===== config.mk =====
export PLATFORM = sky130hd
export DESIGN_NAME = fillscreen
export DESIGN_NICKNAME = d
export VERILOG_FILES = /design/src/rtl/vga_pkg.sv /design/src/rtl/fillscreen_xy_scan_counter.sv /design/src/rtl/fillscreen.sv
export SDC_FILE = /design/constraint.sdc
export NUM_CORES = 1
export LEC_CHECK = 0
export ABC_AREA = 1
export CAP_MARGIN = 0
export CELL_PAD_IN_SITES_DETAIL_PLACEMENT = 0
export CELL_PAD_IN_SITES_GLOBAL_PLACEMENT = 2
export CORE_MARGIN = 2
export CORE_UTILIZATION = 29
export CTS_CLUSTER_SIZE = 8
export DETAILED_ROUTE_END_ITERATION = 16
export PLACE_DENSITY = 0.77
export SLEW_MARGIN = 20
export SYNTH_ARGS = -nofsm -noshare
export SYNTH_HDL_FRONTEND = slang
export SYNTH_SLANG_ARGS = --single-unit
export TNS_END_PERCENT = 10

===== constraint.sdc =====
create_clock -name clk -period 1.4 [get_ports clk]
set_input_delay 0.21 -clock clk [delete_from_list [all_inputs] [get_ports clk]]
set_output_delay 0.21 -clock clk [all_outputs]
set_load 0.02 [all_outputs]

===== src/rtl/vga_pkg.sv =====
// Shared VGA adapter types and frame geometry for the drawing engines.
package vga_pkg;

  localparam int SCREEN_W = 160;
  localparam int SCREEN_H = 120;

  typedef logic [7:0] x_t;
  typedef logic [6:0] y_t;
  typedef logic [2:0] colour_t;

endpackage


===== src/rtl/fillscreen_xy_scan_counter.sv =====
// Column-major raster scan counter: y runs fastest, x advances when y wraps.
// Reusable by any engine that walks the whole frame one pixel per advance.
module xy_scan_counter
  import vga_pkg::*;
#(
  parameter int W = SCREEN_W,
  parameter int H = SCREEN_H
) (
  input  logic clk,
  input  logic rst,
  input  logic clear,
  input  logic advance,
  output x_t   x,
  output y_t   y,
  output logic last
);

  x_t   x_q, x_d;
  y_t   y_q, y_d;
  logic x_end, y_end;

  assign x_end = (x_q == x_t'(W - 1));
  assign y_end = (y_q == y_t'(H - 1));

  always_comb begin
    x_d = x_q;
    y_d = y_q;
    if (clear) begin
      x_d = '0;
      y_d = '0;
    end else if (advance) begin
      if (y_end) begin
        y_d = '0;
        x_d = x_end ? '0 : x_q + 1'b1;
      end else begin
        y_d = y_q + 1'b1;
      end
    end
  end

  always_ff @(posedge clk) begin
    if (rst) begin
      x_q <= '0;
      y_q <= '0;
    end else begin
      x_q <= x_d;
      y_q <= y_d;
    end
  end

  assign x    = x_q;
  assign y    = y_q;
  assign last = x_end & y_end;

endmodule


===== src/rtl/fillscreen.sv =====
// Screen-fill engine: plots every pixel of the frame once, one per clock.
// FILLSCREEN_STRIPES_EN: colour = x[2:0] (vertical stripes) instead of the latched colour.
module fillscreen
  import vga_pkg::*;
#(
  parameter int SCREEN_W = vga_pkg::SCREEN_W,
  parameter int SCREEN_H = vga_pkg::SCREEN_H
) (
  input  logic       clk,
  input  logic       rst,
  input  logic [2:0] colour,
  input  logic       start,
  output logic       done,
  output logic [7:0] vga_x,
  output logic [6:0] vga_y,
  output logic [2:0] vga_colour,
  output logic       vga_plot
);

  typedef enum logic [1:0] {S_IDLE, S_FILL, S_DONE} state_t;

  state_t  state_q, state_d;
  logic    clear, advance, cnt_last;
  x_t      cnt_x;
  y_t      cnt_y;
  colour_t pix_colour;

  logic    done_q, plot_q;
  x_t      x_q;
  y_t      y_q;
  colour_t col_q;

  xy_scan_counter #(.W(SCREEN_W), .H(SCREEN_H)) u_scan (
    .clk     (clk),
    .rst     (rst),
    .clear   (clear),
    .advance (advance),
    .x       (cnt_x),
    .y       (cnt_y),
    .last    (cnt_last)
  );

`ifdef FILLSCREEN_STRIPES_EN
  assign pix_colour = cnt_x[2:0];
`else
  colour_t colour_q, colour_d;

  always_comb begin
    colour_d = colour_q;
    if (state_q == S_IDLE && start) colour_d = colour;
  end

  always_ff @(posedge clk) begin
    if (rst) colour_q <= '0;
    else     colour_q <= colour_d;
  end

  assign pix_colour = colour_q;
`endif

  always_comb begin
    state_d = state_q;
    clear   = 1'b0;
    advance = 1'b0;
    case (state_q)
      S_IDLE: begin
        if (start) begin
          state_d = S_FILL;
          clear   = 1'b1;
        end
      end
      S_FILL: begin
        advance = 1'b1;
        if (cnt_last) state_d = S_DONE;
      end
      S_DONE: begin
        if (!start) state_d = S_IDLE;
      end
      default: state_d = S_IDLE;
    endcase
  end

  // Outputs trail the scan counter by one register stage, so the pixel
  // scanned in a FILL cycle is presented on the following cycle.
  always_ff @(posedge clk) begin
    if (rst) begin
      state_q <= S_IDLE;
      done_q  <= 1'b0;
      plot_q  <= 1'b0;
      x_q     <= '0;
      y_q     <= '0;
      col_q   <= '0;
    end else begin
      state_q <= state_d;
      done_q  <= (state_q == S_DONE);
      plot_q  <= (state_q == S_FILL);
      if (state_q == S_FILL) begin
        x_q   <= cnt_x;
        y_q   <= cnt_y;
        col_q <= pix_colour;
      end
    end
  end

  assign done       = done_q;
  assign vga_plot   = plot_q;
  assign vga_x      = x_q;
  assign vga_y      = y_q;
  assign vga_colour = col_q;

endmodule

==> results of run 1 <==
repair_timing:
action,in CTS,in global routing
pin swaps,0,1
endpoints found under the setup margin,21,10
gates resized for setup,21,8
state kept, by name, summed over array words and instances (netlist names):
name / flops
u_scan.x: 8
vga_x: 8
u_scan.y: 7
vga_y: 7
colour_q: 3
vga_colour: 3
state_q: 2
done: 1
vga_plot: 1
stage by stage:
stage | utilization, % | total power, mW | hold WS [ps] | worst slack, ps | cell area, µm²
after global routing | 41.09 | 2.556 | 461.9 | -6.887 | 2235
after global placement | 39.36 | 1.672 | 437.6 | -21.02 | 2141
after floorplan | - | 1.478 | 328.8 | 158.2 | 1614
final | 41.09 | 2.415 | 444.7 | 125.7 | 2235
after detailed placement | 39.36 | 1.671 | 431.9 | -27.95 | 2141
after CTS | 40.72 | 2.459 | 446.8 | 10.18 | 2215
where the power goes:
| group | switching [mW] | internal [mW] |
|---|---|---|
| combinational | 0.220 | 0.148 |
| sequential | 0.0293 | 1.20 |
| clock | 0.375 | 0.439 |
final timing paths:
| path | end | cells after the start | start |
|---|---|---|---|
| worst max-delay path | u_scan.x[0] | 8 | u_scan.x[0] |
| worst min-delay path | colour_q[0] | 2 | colour_q[0] |
| worst max register to register | u_scan.x[0] | 8 | u_scan.x[0] |
| worst min register to register | colour_q[0] | 2 | colour_q[0] |
routing by layer:
layer | wire length (µm) | global-route usage (%) | up-vias
met2 | 1693 | 21.88 | 26
met4 | 56 | 4.737 | 0
met3 | 177 | 4.368 | 6
met5 | 0 | 0 | -
li1 | - | - | 791
met1 | 1826 | 17.48 | 644
cell families after synthesis:
family,after synthesis
buffers and inverters,23
AND/OR/NAND/NOR,109
flip-flops,40
AO/OA/AOI/OAI,39
adder cells (fa/ha/maj),2
worst max-delay path, stage by stage, from the launching register on:
cell     delay, ps
dfxtp_1        340
ha_1           170
nand2_1         80
nor3_1         190
buf_4          150
buf_4           90
nor2_1          30
nand2_1         40
o21ai_0         70
cell type report:
type / instances / area (µm²)
fill: 605 / 3204
sequential: 40 / 803.3
multi-input combinational: 150 / 740.7
timing repair buffer: 52 / 440.4
clock buffer: 7 / 96.34
tap: 72 / 90.09
inverter: 17 / 63.81
cell usage after synthesis:
master    count  area (µm²)
nand2_1      42       157.7
dfxtp_1      40       800.8
nor2_1       38       142.6
o21ai_0      20       100.1
inv_1        16       60.06
a21oi_1      15       75.07
nand3_1      12       60.06
nor3_1        6       30.03
buf_2         5       25.02
a211oi_1      2       15.01
ha_1          2       25.02
nand4_1       2       12.51
nor2_4        2       22.52
and2_1        1       6.260
clkbuf_1      1       3.750
inv_2         1       3.750
nand2_2       1       6.260
nand2_4       1       11.26
nand3_2       1       10.01
nor2_2        1       6.260
nor2_8        1       20.02
nor3b_1       1       7.510
o21ai_1       1       5.000
o21bai_1      1       7.510
==> summary.txt, run 1 <==
Route
  – Vias/cell: 4.340
  – Drt pass-1 iters: 4
  – Initial DRC Count: 53
  – Total Wirelength: approximately 3800 µm
  – Post-route ant nets: 0
  – DRC violations left: 0
  – Per-cell routed wire length: 11.10 µm
  – Routed vias: between 1000 and 1500

Global route
  – GRT overflow: 0
  – Vias in the first global route: 1441
  – Antenna violations before repair: 0
  – Largest net degree at the start of global routing: 16
  – GRT Util Overall: 13.74%
  – First-pass GRT wire length: between 6000 and 7000 µm

Power
  – Static Leak: 0.9414 nW
  – Power Density: 1081 nW/µm²
  – Worst vdd ir: 378.1 µV

Clocking
  – Hold Buf Count CTS: 0
  – Clock Sinks: 40
  – H-tree level count: 2
  – Root Driver: clkbuf_8
  – Setup bufs post-CTS: 0
  – Clock Path Buffers: 2
  – Skew-Pair Late Insertion Delay: 290 ps
  – Clk slew on worst S/H paths: 70 ps
  – TritonCTS clock tree: yes
  – Total CTS buffers: 5

Logic synthesis
  – Post-Syn Nets: 221
  – #FFs+latches synth: 40
  – Mean Syn Cell Area: about 7.6 µm²
  – Unique masters post-synth: 24
  – Post-Syn Area: 1614 µm²
  – Post-Synth XOR/XNOR Area: 0%
  – Simple-gate portion of the synthesized area: a little under a third
  – Combinational family with the most area after synthesis: simple AND/OR/NAND/NOR gates
  – Post-Synthesis Cells: ~210
  – YS warnings: 0
  – Synth Area in Compound Gates: 12.56%
  – Post-synthesis sequential area ratio: between 40% and 50%
  – Post-synthesis adder-cell area fraction: 1.550%
  – Mux contribution to synthesized area: 0%

Cells and area
  – Fin cells: between 300 and 400
  – Commonest cells after routing, fill and taps aside: nand2_1, dfxtp_1, nor2_1
  – Layout Nets: 274
  – Ant diodes: 0
  – Most common cell after layout, fill and taps aside: nand2_1
  – Layout cells sized above 1: roughly a fifth
  – Area growth syn-to-layout: 38.45%

Placement
  – Hpwl dp: 2891 µm
  – I/O Buffers: 25
  – GPL Wtd Cong: 0.7789
  – Dpl cells: 331

Floorplanning
  – Die area: 6179 µm²
  – Die height: 78.61 µm
  – Rows: 27
  – IO Pins: 26
  – Core area: 5439 µm²
  – Starting Density: 29.68%
  – Die span in x: 78.61 µm

Setup path
  – Slack of the worst reg-to-reg path: 130 ps
  – Critical Path Fanout Max: 3
  – Worst EP arrival: 1450 ps
  – Critical path class: flop to flop
  – Crit end category: flop
  – Worst Path Required: 1580 ps
  – Crit start category: flop

Timing
  – Final setup TNS: 0 ps
  – Fmax achieved: 784.7 MHz
  – Normalized max-slew margin: approximately four fifths
  – Slew Limit Fails: 0
  – Final hold vios: 0
  – Worst Skew: 5.365 ps
  – Minimum clock period: between 1000 and 1500 ps
  – Final period util: 91.02%
  – Final setup violation count: 0
  – Worst slew pin tran: roughly 300 ps

Worst hold path
  – Hold crit path type: flop to flop

Job
  – Max-cap viol count: 0

Outcome
  – Status: finished, final reports clean
No activity file was read; power rests on OpenSTA's default activity.
==> run 2, diff against run 1 <==
Settings changed: ABC_AREA 1 to default, CORE_UTILIZATION 29 to 31, PLACE_DENSITY 0.77 to 0.78.
==> run 2 against run 1 <==
  * The run now ends with setup timing left
  * Flip-flop and latch count is the same
  * Clock skew shrank 3.3 ps
  * Worst hold slack gained 7.8 ps
  * Count of clock-buffer cells in the layout is the same
  * Sequential power shrank 6%
  * Die area shrank 5.7%
  * Area after synthesis grew 0.54%
  * Clock power grew 4.3%
  * Combinational power shrank 58%
  * Routed wire length grew 10%
  * Sequential share of layout area shrank 1.8 points
  * Largest power group unchanged
==> summary.txt, run 2 <==
Placement
  – Post-place setup slack: -274.7 ps (-246.8 ps)
  – I/O Buffers: 25 (unchanged)
  – Dpl cells: 309 (-6.6%)
  – GPL Wtd Cong: 0.8400 (+7.8%)
  – Hpwl dp: 3038 µm (+5.1%)
  – DP Area: 2208 µm² (+3.2%)

Global route
  – First-pass GRT wire length: 7017 µm (+6.5%)
  – GRT overflow: 0 (unchanged)
  – Vias in the first global route: 1488 (+3.3%)
  – GRT Util Overall: 15.02% (+1.3 points)
  – Largest net degree at the start of global routing: 23 (+7)
  – Antenna violations before repair: 0 (unchanged)

Power
  – Power Density: 910.4 nW/µm² (-16%)
  – Worst vdd ir: 442.0 µV (+17%)
  – Total power: 2.161 mW (-11%)
  – Static Leak: 1.023 nW (+8.7%)

Clocking
  – H-tree level count: 2 (unchanged)
  – Root Driver: clkbuf_8
  – Clock Sinks: 40 (unchanged)
  – Skew-Pair Late Insertion Delay: 290 ps (about the same)
  – Clock Path Buffers: 2 (unchanged)
  – TritonCTS clock tree: yes
  – Clk slew on worst S/H paths: 70 ps (about the same)
  – Total CTS buffers: 5 (unchanged)

Route
  – Drt pass-1 iters: 4 (unchanged)
  – Vias/cell: 4.755 (+9.6%)
  – Total Wirelength: 4137 µm (+10%)
  – Initial DRC Count: 90 (+70%)
  – Routed vias: 1536 (+4.7%)
  – Post-route ant nets: 0 (unchanged)
  – DRC violations left: 0 (unchanged)
  – Per-cell routed wire length: 12.81 µm (+15%)

Timing
  – Fmax achieved: 639.6 MHz (-19%)
  – Final hold vios: 0 (unchanged)
  – Minimum clock period: 1564 ps (+289.3 ps)
  – Final setup TNS: -621.6 ps (-621.6 ps)
  – Final setup violation count: 8 (+8)
  – RSZ-0062 raised after global routing: yes
  – Min Hold Slack: 452.5 ps (+7.829 ps)
  – Slew Limit Fails: 0 (unchanged)
  – Final period util: 111.7% (+21 points)
  – Slack of the critical path: -163.6 ps (-289.3 ps)
  – Normalized max-slew margin: 79.12% (-0.69 points)
  – Worst slew pin tran: 312.0 ps (+11.47 ps)
  – Worst Skew: 2.038 ps (-3.328 ps)

Setup path
  – Slowest stage cell, crit path: or4_4
  – Crit start category: flop
  – CP max stage delay: 500 ps (+160 ps)
  – Critical Path, Cell by Cell: ha_4 > and4_4 > and3_4 > or4_4 > a21oi_2
  – Critical Path Fanout Max: 3 (unchanged)
  – Worst Path Required: 1620 ps (+40 ps)
  – Worst EP arrival: 1790 ps (+340 ps)
  – Cell family with most CP delay: simple AND/OR/NAND/NOR gates
  – Critical path class: flop to flop
  – Crit end category: flop
  – CP bufs+invs: 0 (-2)

Logic synthesis
  – #FFs+latches synth: 40 (unchanged)
  – Largest cells by area after synthesis: dfxtp_1, nand2_1, a21oi_1
  – Post-synth EDFFs: 0 (unchanged)
  – Unique masters post-synth: 41 (+71%)
  – Cell with the most instances after synthesis: nand2_1
  – Post-synthesis sequential area ratio: 49.34% (-0.27 points)
  – Post-Syn Nets: 199 (-10%)
  – Top cell type's share of synthesized area: 49.34% (-0.27 points)
  – Post-Synthesis Cells: 191 (-10%)
  – YS warnings: 0 (unchanged)
  – Mean Syn Cell Area: 8.496 µm² (+12%)
  – Synth area leader: dfxtp_1
  – Top post-synthesis cells by count: nand2_1, dfxtp_1, a21oi_1
  – Dominant synthesized flop cell: dfxtp_1
  – Post-Syn Area: 1623 µm² (+0.54%)
  – Fraction of registers with async set/reset: 0% (unchanged)

Worst hold path
  – Hold crit path type: flop to flop

Cells and area
  – Commonest cells after routing, fill and taps aside: nand2_1, dfxtp_1, buf_4
  – Most common cell after layout, fill and taps aside: nand2_1
  – Area growth syn-to-layout: 46.26%
  – Layout cells sized above 1: 26.09% (+7.3 points)
  – Final instance area: 2374 µm² (+6.2%)
  – Fin cells: 323 (-4.4%)
  – Fillers: 533 (-12%)
  – Layout Nets: 260 (-5.1%)
  – Utilization after layout: 46.77% (+5.7 points)
  – Ant diodes: 0 (unchanged)

Floorplanning
  – Die area: 5829 µm² (-5.7%)
  – Starting Density: 31.98% (+2.3 points)
  – Rows: 26 (-3.7%)
  – Die height: 76.35 µm (-2.9%)
  – IO Pins: 26 (unchanged)
  – Die span in x: 76.35 µm (-2.9%)
  – Core area: 5075 µm² (-6.7%)

Job
  – Max-cap viol count: 0 (unchanged)

Outcome
  – Status: finished, violations left
  – Failing checks: setup timing
run 2: changes by cell type after synthesis, moves of 4 or more:
cell | before | now
clkbuf_1 | 1 | 7
xor2_1 | 0 | 5
o21ai_0 | 20 | 3
inv_1 | 16 | 1
buf_2 | 5 | 1
nand2_1 | 42 | 51
nand3_1 | 12 | 4
nor2_1 | 38 | 15
a21oi_1 | 15 | 23
nor3_1 | 6 | 2
run 2: cell families (layout without fill, tap and decap cells):
family	Yosys count	after routing	share of synthesized area (%)
DFF	40	40	49.34
and+or+nand+nor	95	95	28.61
buffers and inverters	11	73	3.315
adders and majority gates	2	2	1.542
AOI/OAI and AO/OA	34	34	12.10
xor gates and xnor gates	6	6	3.238
muxes	3	3	1.850
run 2: worst paths after layout:
kind / start / slack, ps / to / cells past startpoint
setup / recovery: u_scan.x[0] / -160 / u_scan.x[3] / 5
hold / removal: vga_y[5] / 450 / vga_y[5] / 2
setup reg to reg: u_scan.x[0] / -160 / u_scan.x[3] / 5
hold reg to reg: vga_y[5] / 450 / vga_y[5] / 2
run 2: what timing repair did:
item                       CTS  global route
hold buffers                 0             0
pin swaps                    2             7
setup buffers                2             4
setup endpoints to repair   28            12
gates resized for setup     26             8
run 2: worst min-delay path, stage by stage (launching register included):
cell	delay, ps
dfxtp_1	310
nand2_1	50
a21oi_1	50
run 2: where the power goes:
part           leakage (nW)  internal [mW]  switching [mW]
registers             0.326           1.15         0.00876
clock network        0.0534          0.457           0.391
logic                 0.644         0.0687          0.0860
total                  1.02           1.68           0.485
run 2: cell type report:
class	count	area, µm²	share of cell area [%]
Multi-Input combinational cell	140	827.0	34.84
Sequential cell	40	810.8	34.16
Timing Repair Buffer	64	541.8	22.83
Clock buffer	7	97.59	4.112
Tap cell	70	87.58	3.690
Clock inverter	1	5.005	0.2109
Inverter	1	3.754	0.1581
run 2: routing by layer:
| metal | vias to the layer above | track usage (%) | wire length [µm] |
|---|---|---|---|
| met5 | - | 0 | 0 |
| met4 | 0 | 5.091 | 51 |
| met3 | 8 | 3.910 | 128 |
| met2 | 24 | 27.35 | 2133 |
| met1 | 730 | 16.93 | 1823 |
| li1 | 774 | - | - |
==> run 3, diff against run 2 <==
Settings changed: GPL_ROUTABILITY_DRIVEN from default to 0, SYNTH_HIERARCHICAL from default to 1.
==> run 3 against run 2 <==
  * The flow now finishes without violations
  * Clock skew up 2.7 ps
  * Fmax rose by 17%
  * Worst setup slack better by 220 ps
  * Clock power is 22% lower
  * Register-to-register slack improved by 220 ps
  * Die area shrank 0.65%
  * Global-route usage is 1.5 points lower
  * Worst hold slack worse by 2.3 ps
  * Non-clock buffer count down 15
  * Critical path depth up 1
  * Count of clock-buffer cells in the layout down 2
==> summary.txt, run 3 <==
Outcome
  – Status: finished, final reports clean

Cells and area
  – Layout Nets: 241 (-7.3%)
  – Reg area: 805.8 µm² (-0.62%)
  – Ant diodes: 0 (unchanged)
  – Fin cells: 301 (-6.8%)
  – Area growth syn-to-layout: 37.11%
  – Most common cell after layout, fill and taps aside: nand2_1
  – Commonest cells after routing, fill and taps aside: nand2_1, dfxtp_1, buf_4
  – Area occupied by multi-input gates: 830.8 µm² (+0.45%)
  – Final instance area: 2210 µm² (-6.9%)
  – Fillers: 523 (-1.9%)
  – Layout cells sized above 1: 21.65% (-4.4 points)

Setup path
  – Critical Path Fanout Max: 5 (+2)
  – Crit start category: flop
  – Critical path class: flop to flop
  – FF-to-FF path depth: 6 (+1)
  – Worst Path Required: 1570 ps (-50 ps)
  – Crit end category: flop
  – Worst r2r src: u_scan/x[0]
  – Worst EP arrival: 1510 ps (-280 ps)
  – CP Launch Point: u_scan/x[0]

Timing
  – Minimum clock period: 1341 ps (-222.7 ps)
  – Slack of the critical path: 59.14 ps (+222.7 ps)
  – Slew Limit Fails: 0 (unchanged)
  – Final setup violation count: 0 (-8)
  – Final setup TNS: 0 ps (+621.6 ps)
  – Normalized max-slew margin: 80.79% (+1.7 points)
  – Final period util: 95.78% (-16 points)
  – Worst slew pin tran: 287.0 ps (-25.00 ps)
  – Worst Skew: 4.717 ps (+2.679 ps)
  – Final hold vios: 0 (unchanged)
  – Min Hold Slack: 450.2 ps (-2.312 ps)
  – RSZ-0062 raised after global routing: yes
  – Fmax achieved: 745.8 MHz (+17%)

Power
  – Power Density: 894.6 nW/µm² (-1.7%)
  – Worst vdd ir: 311.1 µV (-30%)
  – Static Leak: 0.9294 nW (-9.2%)

Placement
  – DP Area: 2095 µm² (-5.2%)
  – Post-place setup slack: -40.54 ps (+234.2 ps)
  – I/O Buffers: 25 (unchanged)
  – Hpwl dp: 2754 µm (-9.4%)
  – Dpl cells: 296 (-4.2%)

Clocking
  – Total CTS buffers: 5 (unchanged)
  – Clock Sinks: 40 (unchanged)
  – Hold Buf Count CTS: 0 (unchanged)
  – TritonCTS clock tree: yes
  – H-tree level count: 2 (unchanged)
  – Skew-Pair Late Insertion Delay: 280 ps (about the same)
  – Clk slew on worst S/H paths: 70 ps (about the same)
  – Root Driver: clkbuf_8
  – Setup bufs post-CTS: 0 (-2)
  – Clock Path Buffers: 2 (unchanged)

Floorplanning
  – Rows: 26 (unchanged)
  – Core area: 5075 µm² (unchanged)
  – Die area: 5791 µm² (-0.65%)
  – Starting Density: 31.76% (-0.22 points)
  – Die height: 76.10 µm (-0.33%)
  – Die span in x: 76.10 µm (-0.33%)
  – IO Pins: 26 (unchanged)

Logic synthesis
  – Post-synthesis sequential area ratio: 49.69% (+0.34 points)
  – Mean Syn Cell Area: 8.618 µm² (+1.4%)
  – Fraction of registers with async set/reset: 0% (unchanged)
  – Cell with the most instances after synthesis: nand2_1
  – Synth area leader: dfxtp_1
  – YS warnings: 6 (+6)
  – Post-synth EDFFs: 0 (unchanged)
  – Post-Syn Nets: 195 (-2.0%)
  – Largest cells by area after synthesis: dfxtp_1, nand2_1, a21oi_1
  – Top post-synthesis cells by count: nand2_1, dfxtp_1, nor2_1
  – Top cell type's share of synthesized area: 49.69% (+0.34 points)
  – Post-Synthesis Cells: 187 (-2.1%)
  – Unique masters post-synth: 30 (-27%)
  – Post-Syn Area: 1612 µm² (-0.69%)
  – #FFs+latches synth: 40 (unchanged)
  – Dominant synthesized flop cell: dfxtp_1

Job
  – Max-cap viol count: 0 (unchanged)

Global route
  – Largest net degree at the start of global routing: 20 (-13%)
  – GRT overflow: 0 (unchanged)
  – Antenna violations before repair: 0 (unchanged)
  – Vias in the first global route: 1378 (-7.4%)
  – GRT Util Overall: 13.54% (-1.5 points)
  – First-pass GRT wire length: 6341 µm (-9.6%)

Route
  – Post-route ant nets: 0 (unchanged)
  – Drt pass-1 iters: 4 (unchanged)
  – DRC violations left: 0 (unchanged)
  – Per-cell routed wire length: 12.30 µm (-3.9%)
  – Vias/cell: 4.492 (-5.5%)
  – Initial DRC Count: 57 (-37%)
  – Routed vias: 1352 (-12%)
  – Total Wirelength: 3703 µm (-10%)

Worst hold path
  – Hold Path Depth: 2 (unchanged)
  – Hold crit path type: flop to flop
  – HP Start: vga_x[1]
run 3: kinds of logic (layout without fill, tap and decap cells):
| logic type | after synthesis | after routing | share of synthesized area (%) |
|---|---|---|---|
| AO/OA/AOI/OAI | 22 | 22 | 7.221 |
| XOR/XNOR | 12 | 12 | 6.522 |
| adder cells (fa/ha/maj) | 2 | 2 | 1.553 |
| buffers and inverters | 12 | 56 | 3.959 |
| flip-flops | 40 | 40 | 49.69 |
| multiplexers | 5 | 5 | 3.106 |
| AND/OR/NAND/NOR | 94 | 94 | 27.95 |
run 3: final timing paths:
check                                   end  slack (ps)
worst max-delay path            u_scan/x[5]          60
worst min-delay path               vga_x[1]         450
worst max register to register  u_scan/x[5]          60
worst min register to register     vga_x[1]         450
run 3: critical path, stage by stage (launching register included):
cell and delay (ps):
dfxtp_2 350, ha_4 140, nor4bb_4 200, nand3_2 140
buf_6 140, o21ai_4 190, nor2_1 60
run 3: report_power, final:
| part | total (mW) | switching (mW) | leakage (nW) | internal, mW |
|---|---|---|---|---|
| clock | 0.658 | 0.338 | 0.0359 | 0.321 |
| sequential | 1.16 | 0.00851 | 0.325 | 1.15 |
| combinational | 0.156 | 0.0918 | 0.568 | 0.0642 |
| total | 1.98 | 0.438 | 0.929 | 1.54 |
run 3: timing repair:
| action | CTS | global route |
|---|---|---|
| hold endpoints to repair | 0 | 0 |
| endpoints found under the setup margin | 26 | 6 |
| pin swaps | 1 | 9 |
| gates resized for setup | 21 | 13 |
run 3: layer usage:
| metal | wire, µm | global-route usage (%) | vias up |
|---|---|---|---|
| met3 | 110 | 2.607 | 5 |
| li1 | - | - | 702 |
| met5 | 0 | 0 | - |
| met4 | 52 | 5.636 | 0 |
| met2 | 1766 | 22.14 | 23 |
| met1 | 1773 | 17.59 | 622 |
run 3: area by class of cell:
cell class / instances / share of cell area [%]
repair buffers: 49 / 18.52
inverters: 2 / 0.3398
well taps: 70 / 3.964
multi-input cells: 135 / 37.60
flip-flops and latches: 40 / 36.47
clock buffers: 5 / 3.114
run 3: through the flow:
| step | power (mW) | util [%] |
|---|---|---|
| final | 1.977 | 43.54 |
| after global routing | 2.080 | 43.54 |
| after CTS | 2.018 | 42.28 |
| after detailed placement | 1.346 | 41.27 |
| after global placement | 1.339 | 41.27 |
| after floorplan | 1.286 | - |
